===== src/rtl/cm3_matrix_pkg.sv =====
// Shared encodings and field widths for the cm3 bus matrix.
package cm3_matrix_pkg;

  localparam int SIZE_W  = 3;
  localparam int BURST_W = 3;
  localparam int PROT_W  = 4;

  typedef enum logic [1:0] {
    TRANS_IDLE   = 2'b00,
    TRANS_BUSY   = 2'b01,
    TRANS_NONSEQ = 2'b10,
    TRANS_SEQ    = 2'b11
  } htrans_t;

  typedef enum logic [1:0] {
    RESP_OKAY  = 2'b00,
    RESP_ERROR = 2'b01
  } hresp_t;

  typedef enum logic {
    ST_PASS = 1'b0,
    ST_HOLD = 1'b1
  } stage_state_t;

  // NONSEQ and SEQ are the only transfer types that carry an address phase.
  function automatic logic is_active_trans(input logic [1:0] trans);
    return trans[1];
  endfunction

endpackage


===== src/rtl/cm3_matrix_input_stage_if.sv =====
// AHB slave-port signals between one bus master and its matrix input stage.
interface cm3_matrix_input_stage_if #(
  parameter int AW = 32,
  parameter int MW = 4
);
  import cm3_matrix_pkg::*;

  logic                 HSELS;
  logic [AW-1:0]        HADDRS;
  logic [1:0]           HTRANSS;
  logic                 HWRITES;
  logic [SIZE_W-1:0]    HSIZES;
  logic [BURST_W-1:0]   HBURSTS;
  logic [PROT_W-1:0]    HPROTS;
  logic [MW-1:0]        HMASTERS;
  logic                 HMASTLOCKS;
  logic                 HREADYS;
  logic                 HREADYOUTS;
  logic [1:0]           HRESPS;

  modport master (
    output HSELS, HADDRS, HTRANSS, HWRITES, HSIZES, HBURSTS, HPROTS,
           HMASTERS, HMASTLOCKS, HREADYS,
    input  HREADYOUTS, HRESPS
  );

  modport slave (
    input  HSELS, HADDRS, HTRANSS, HWRITES, HSIZES, HBURSTS, HPROTS,
           HMASTERS, HMASTLOCKS, HREADYS,
    output HREADYOUTS, HRESPS
  );

endinterface


===== src/rtl/cm3_matrix_input_stage.sv =====
// Matrix input stage: holds an ungranted address phase and stalls the master
// until the decoder's output stage accepts it.
module cm3_matrix_input_stage
  import cm3_matrix_pkg::*;
#(
  parameter int AW = 32,
  parameter int MW = 4
) (
  input  logic                 HCLK,
  input  logic                 HRESETn,
  cm3_matrix_input_stage_if.slave bus,
  input  logic                 active_ip,
  input  logic                 readyout_ip,
  input  logic [1:0]           resp_ip,
  output logic                 sel_op,
  output logic [AW-1:0]        addr_op,
  output logic [1:0]           trans_op,
  output logic                 write_op,
  output logic [SIZE_W-1:0]    size_op,
  output logic [BURST_W-1:0]   burst_op,
  output logic [PROT_W-1:0]    prot_op,
  output logic [MW-1:0]        master_op,
  output logic                 mastlock_op,
  output logic                 held_tran_op
);

  logic trans_valid;
  logic accept;
  logic pend;

  stage_state_t state, state_next;

  logic [AW-1:0]      reg_addr;
  logic [1:0]         reg_trans;
  logic               reg_write;
  logic [SIZE_W-1:0]  reg_size;
  logic [BURST_W-1:0] reg_burst;
  logic [PROT_W-1:0]  reg_prot;
  logic [MW-1:0]      reg_master;
  logic               reg_mastlock;

  assign trans_valid = bus.HSELS & is_active_trans(bus.HTRANSS) & bus.HREADYS;
  assign accept      = active_ip & readyout_ip;
  assign pend        = (state == ST_HOLD);

  // Captured on every issued transfer so the copy is ready if the grant is refused.
  always_ff @(posedge HCLK or negedge HRESETn) begin
    if (!HRESETn) begin
      reg_addr     <= '0;
      reg_trans    <= TRANS_IDLE;
      reg_write    <= 1'b0;
      reg_size     <= '0;
      reg_burst    <= '0;
      reg_prot     <= '0;
      reg_master   <= '0;
      reg_mastlock <= 1'b0;
    end else if (trans_valid) begin
      reg_addr     <= bus.HADDRS;
      reg_trans    <= bus.HTRANSS;
      reg_write    <= bus.HWRITES;
      reg_size     <= bus.HSIZES;
      reg_burst    <= bus.HBURSTS;
      reg_prot     <= bus.HPROTS;
      reg_master   <= bus.HMASTERS;
      reg_mastlock <= bus.HMASTLOCKS;
    end
  end

  always_ff @(posedge HCLK or negedge HRESETn) begin
    if (!HRESETn) begin
      state <= ST_PASS;
    end else begin
      state <= state_next;
    end
  end

  // A fresh issue outranks a pending accept; the master cannot issue while
  // stalled, so both only coincide if the master misbehaves.
  always_comb begin
    state_next = state;
    if (trans_valid && !active_ip) begin
      state_next = ST_HOLD;
    end else if (state == ST_HOLD && accept) begin
      state_next = ST_PASS;
    end
  end

  always_comb begin
    sel_op       = bus.HSELS;
    addr_op      = bus.HADDRS;
    trans_op     = bus.HTRANSS;
    write_op     = bus.HWRITES;
    size_op      = bus.HSIZES;
    burst_op     = bus.HBURSTS;
    prot_op      = bus.HPROTS;
    master_op    = bus.HMASTERS;
    mastlock_op  = bus.HMASTLOCKS;
    if (pend) begin
      sel_op      = 1'b1;
      addr_op     = reg_addr;
      trans_op    = reg_trans;
      write_op    = reg_write;
      size_op     = reg_size;
      burst_op    = reg_burst;
      prot_op     = reg_prot;
      master_op   = reg_master;
      mastlock_op = reg_mastlock;
    end
  end

  assign held_tran_op   = pend;
  assign bus.HREADYOUTS = pend ? 1'b0 : readyout_ip;
  assign bus.HRESPS     = pend ? RESP_OKAY : resp_ip;

endmodule


===== src/flat_wrapper.sv =====
// flat-port wrapper written by rule: the top's interface ports become plain ports
module cm3_matrix_input_stage_flat import cm3_matrix_pkg::*;
#(
  parameter int AW = 32,
  parameter int MW = 4
)
  (HCLK, HRESETn, active_ip, readyout_ip, resp_ip, sel_op, addr_op, trans_op, write_op, size_op, burst_op, prot_op, master_op, mastlock_op, held_tran_op, bus_HSELS, bus_HADDRS, bus_HTRANSS, bus_HWRITES, bus_HSIZES, bus_HBURSTS, bus_HPROTS, bus_HMASTERS, bus_HMASTLOCKS, bus_HREADYS, bus_HREADYOUTS, bus_HRESPS);
  cm3_matrix_input_stage_if #(.AW(AW), .MW(MW)) bus_i ();
  input  logic HCLK;
  input  logic HRESETn;
  input  logic active_ip;
  input  logic readyout_ip;
  input  logic [1:0] resp_ip;
  output logic sel_op;
  output logic [AW-1:0] addr_op;
  output logic [1:0] trans_op;
  output logic write_op;
  output logic [SIZE_W-1:0] size_op;
  output logic [BURST_W-1:0] burst_op;
  output logic [PROT_W-1:0] prot_op;
  output logic [MW-1:0] master_op;
  output logic mastlock_op;
  output logic held_tran_op;
  input wire logic [$bits(bus_i.HSELS)-1:0] bus_HSELS;
  input wire logic [$bits(bus_i.HADDRS)-1:0] bus_HADDRS;
  input wire logic [$bits(bus_i.HTRANSS)-1:0] bus_HTRANSS;
  input wire logic [$bits(bus_i.HWRITES)-1:0] bus_HWRITES;
  input wire logic [$bits(bus_i.HSIZES)-1:0] bus_HSIZES;
  input wire logic [$bits(bus_i.HBURSTS)-1:0] bus_HBURSTS;
  input wire logic [$bits(bus_i.HPROTS)-1:0] bus_HPROTS;
  input wire logic [$bits(bus_i.HMASTERS)-1:0] bus_HMASTERS;
  input wire logic [$bits(bus_i.HMASTLOCKS)-1:0] bus_HMASTLOCKS;
  input wire logic [$bits(bus_i.HREADYS)-1:0] bus_HREADYS;
  output wire logic [$bits(bus_i.HREADYOUTS)-1:0] bus_HREADYOUTS;
  output wire logic [$bits(bus_i.HRESPS)-1:0] bus_HRESPS;
  assign bus_i.HSELS = bus_HSELS;
  assign bus_i.HADDRS = bus_HADDRS;
  assign bus_i.HTRANSS = bus_HTRANSS;
  assign bus_i.HWRITES = bus_HWRITES;
  assign bus_i.HSIZES = bus_HSIZES;
  assign bus_i.HBURSTS = bus_HBURSTS;
  assign bus_i.HPROTS = bus_HPROTS;
  assign bus_i.HMASTERS = bus_HMASTERS;
  assign bus_i.HMASTLOCKS = bus_HMASTLOCKS;
  assign bus_i.HREADYS = bus_HREADYS;
  assign bus_HREADYOUTS = bus_i.HREADYOUTS;
  assign bus_HRESPS = bus_i.HRESPS;
  cm3_matrix_input_stage #(.AW(AW), .MW(MW)) u_core (.HCLK(HCLK), .HRESETn(HRESETn), .bus(bus_i), .active_ip(active_ip), .readyout_ip(readyout_ip), .resp_ip(resp_ip), .sel_op(sel_op), .addr_op(addr_op), .trans_op(trans_op), .write_op(write_op), .size_op(size_op), .burst_op(burst_op), .prot_op(prot_op), .master_op(master_op), .mastlock_op(mastlock_op), .held_tran_op(held_tran_op));
endmodule

===== config.mk =====
export PLATFORM = sky130hd
export DESIGN_NAME = cm3_matrix_input_stage_flat
export DESIGN_NICKNAME = d
export VERILOG_FILES = /design/src/rtl/cm3_matrix_pkg.sv /design/src/rtl/cm3_matrix_input_stage_if.sv /design/src/rtl/cm3_matrix_input_stage.sv /design/src/flat_wrapper.sv
export SDC_FILE = /design/constraint.sdc
export NUM_CORES = 1
export LEC_CHECK = 0
export ABC_AREA = 0
export CORE_MARGIN = 5
export CORE_UTILIZATION = 25
export DETAILED_ROUTE_END_ITERATION = 6
export PLACE_DENSITY = 0.55
export RECOVER_POWER = 100
export SKIP_CTS_REPAIR_TIMING = 1
export SLEW_MARGIN = 25
export SYNTH_ARGS = -nofsm -noshare
export SYNTH_HDL_FRONTEND = slang
export SYNTH_SLANG_ARGS = --single-unit

===== constraint.sdc =====
create_clock -name HCLK -period 1.35 [get_ports HCLK]
set_input_delay 0.3375 -clock HCLK [delete_from_list [all_inputs] [get_ports HCLK]]
set_output_delay 0.3375 -clock HCLK [all_outputs]
set_load 0.005 [all_outputs]

==> impl_metrics.yaml <==
synthesis:
  netlist_instances: 169
  synth_nets: 227
  synthesis.area_um2: 2760
  ys_types: 11
  ys_seq_elements: 51
  ys.warnings.count: 0
  ys_seq_area_frac: 0.463
  avgSynthCellArea_um2: 16.3
routing:
  routed_via_density: 4.18
  routed_wl_um: 7510
  dr_total_vias: 1985
  firstDrtPassIters: 4
  wl_per_cell_um: 15.8
  ant_nets: 0
  drtIter0Drc: 32
  drc: 0
critical_path:
  critPathKind: "flop to primary output"
  startpoint_type: "flop"
  crit_fanout: 6
  worstReg2RegStart: "u_core.held_tran_op"
  crit_arrival_ns: 1.54
  reg2reg_depth: 4
  endpoint_kind: "primary output"
  reg2reg_slack_ns: 0.26
  required_ns: 1.01
  startpoint: "u_core.held_tran_op"
placement:
  post-place-ws_ns: -0.510
  routabilityCongestion: 0.688
  dpl_cell_area_um2: 4300
  hpwl_um: 4620
  portBuffers: 112
cts:
  cts_tree: "yes"
  htreeDepth: 2
  clock-sinks: 51
  cts_made_buffers: 5
  clock_latency_ns: 0.30
  clk_pin_slew_worst_paths_ns: 0.09
  clockBufferDepth: 2
  cts_root_buf: "clkbuf_8"
floorplanning:
  io_pins: 113
  initial_core_util: 0.254
  rows: 38
  fp.dieW_um: 115
  die_area_um2: 13200
  die_h_um: 115
  fp.coreArea_um2: 10800
power:
  p_leak_nw: 2.13
  ir_drop_uv: 363
  power_mw: 4.39
  pwr_density_cell_nw_per_um2: 1000
layout:
  syn_to_final_growth_pct: 58.5
  nFillCells: 1086
  final_cell_area_um2: 4370
  nets: 393
  layout-drive-gt1-share: 0.657
  num_antenna_cells: 0
sta:
  worstMarginPinSlew_ns: 0.723
  hold_ws_ns: 0.198
  hold_viol_final: 0
  grt_setup_unrepaired: "yes"
  timing.slew.headroom: 0.518
  max_freq_mhz: 532
  fin_ws_ns: -0.528
  finalCriticalPeriod_ns: 1.88
  slew_viol_final: 0
  skew_ns: 0
  finalCritPeriodShare: 1.39
  setup_viol: 75
grt:
  antenna_found_initial: 0
  grt_pass1_vias: 2084
  grt_pass1_wl_um: 10500
  grt_max_degree: 52
  grt_usage: 0.0991
  globalRoute.totalOverflow: 0
status:
  outcome: "finished with violations"
  violations: "setup timing"
job:
  maxCapViolCount: 0
min_path:
  hold_class: "input pin to asynchronous set/reset pin"
cells in the mapped netlist:
cell type   n  area share
dfrtp_1    51        0.46
mux2_2     51        0.21
mux2_4     48        0.26
buf_6      10       0.041
nor2b_1     3      0.0068
a21bo_2     1      0.0036
buf_4       1      0.0027
nand2b_1    1      0.0023
nand3_4     1      0.0064
o21ai_0     1      0.0018
or2_2       1      0.0023
where the power goes:
group          total, mW  switching, mW  internal [mW]  leakage, nW
clock              0.854          0.495          0.359       0.0383
sequential          1.96          0.152           1.81        0.600
combinational       1.57          0.480           1.09         1.49
total               4.39           1.13           3.26         2.13
cells in the final DEF, fill, tap and decap left out:
cell and instances:
a21bo_2 1, buf_12 6, buf_2 5, buf_4 35, buf_6 6, buf_8 4, clkbuf_1 2, clkbuf_16 3
clkbuf_2 50, clkbuf_4 5, clkbuf_8 5, clkdlybuf4s50_1 53, dfrtp_1 50, dfrtp_2 1, dlymetal6s2s_1 3, mux2_1 2
mux2_2 45, mux2_4 52, nand2b_1 1, nand3_1 1, nor2b_1 2, nor2b_4 1, o21ai_0 1, or2_4 1
state kept, by name (all words and copies together) (netlist names):
signal and count:
u_core.reg_master 4, u_core.reg_addr 32, u_core.reg_write 1, u_core.reg_mastlock 1, u_core.held_tran_op 1, u_core.reg_size 3, u_core.reg_burst 3, u_core.reg_trans 2
u_core.reg_prot 4
path summary, 6_finish.rpt:
| kind | endpoint |
|---|---|
| setup / recovery | prot_op[3] |
| hold / removal | u_core.reg_master[0] |
| setup reg to reg | u_core.held_tran_op |
| hold reg to reg | u_core.reg_trans[1] |
| max in group asynchronous | u_core.held_tran_op |
| min in group HCLK | u_core.reg_trans[1] |
worst max-delay path, cell delays in order (launching register included):
cell and delay (ns):
dfrtp_2 0.42, buf_12 0.15, buf_4 0.14, clkbuf_16 0.15, mux2_2 0.27, clkbuf_2 0.11
routing by layer:
metal  GRT usage  up-vias  wire length, um
met5           0        -                0
li1            -      938                -
met4      0.0305        0               79
met2       0.169       58             3840
met3      0.0226        4              344
met1       0.125      985             3250
logic make-up after synthesis:
kind of cell | count (synthesis) | synth area share
muxes | 99 | 0.470
AOI/OAI and AO/OA | 2 | 0.00545
and+or+nand+nor | 6 | 0.0177
buffers and inverters | 11 | 0.0436
DFF | 51 | 0.463
through the flow:
| stage | util | cells | TNS (ns) |
|---|---|---|---|
| 5_1_grt | 0.403 | 475 | -31.43 |
| 3_5_place_dp | 0.396 | 451 | -44.20 |
| 3_3_place_gp | 0.396 | 451 | -42.03 |
| 6_report | 0.403 | 475 | -25.91 |
| 2_1_floorplan | - | 169 | 0 |
| 4_1_cts | 0.404 | 458 | -42.75 |
cell type report:
class | count | area [um2] | area share
tap | 140 | 175 | 0.0401
sequential | 51 | 1280 | 0.293
timing repair buffer | 170 | 1470 | 0.336
clock buffer | 7 | 76.3 | 0.0175
multi-input combinational | 107 | 1370 | 0.314
Note: power is estimated with default switching activity, not from simulation.
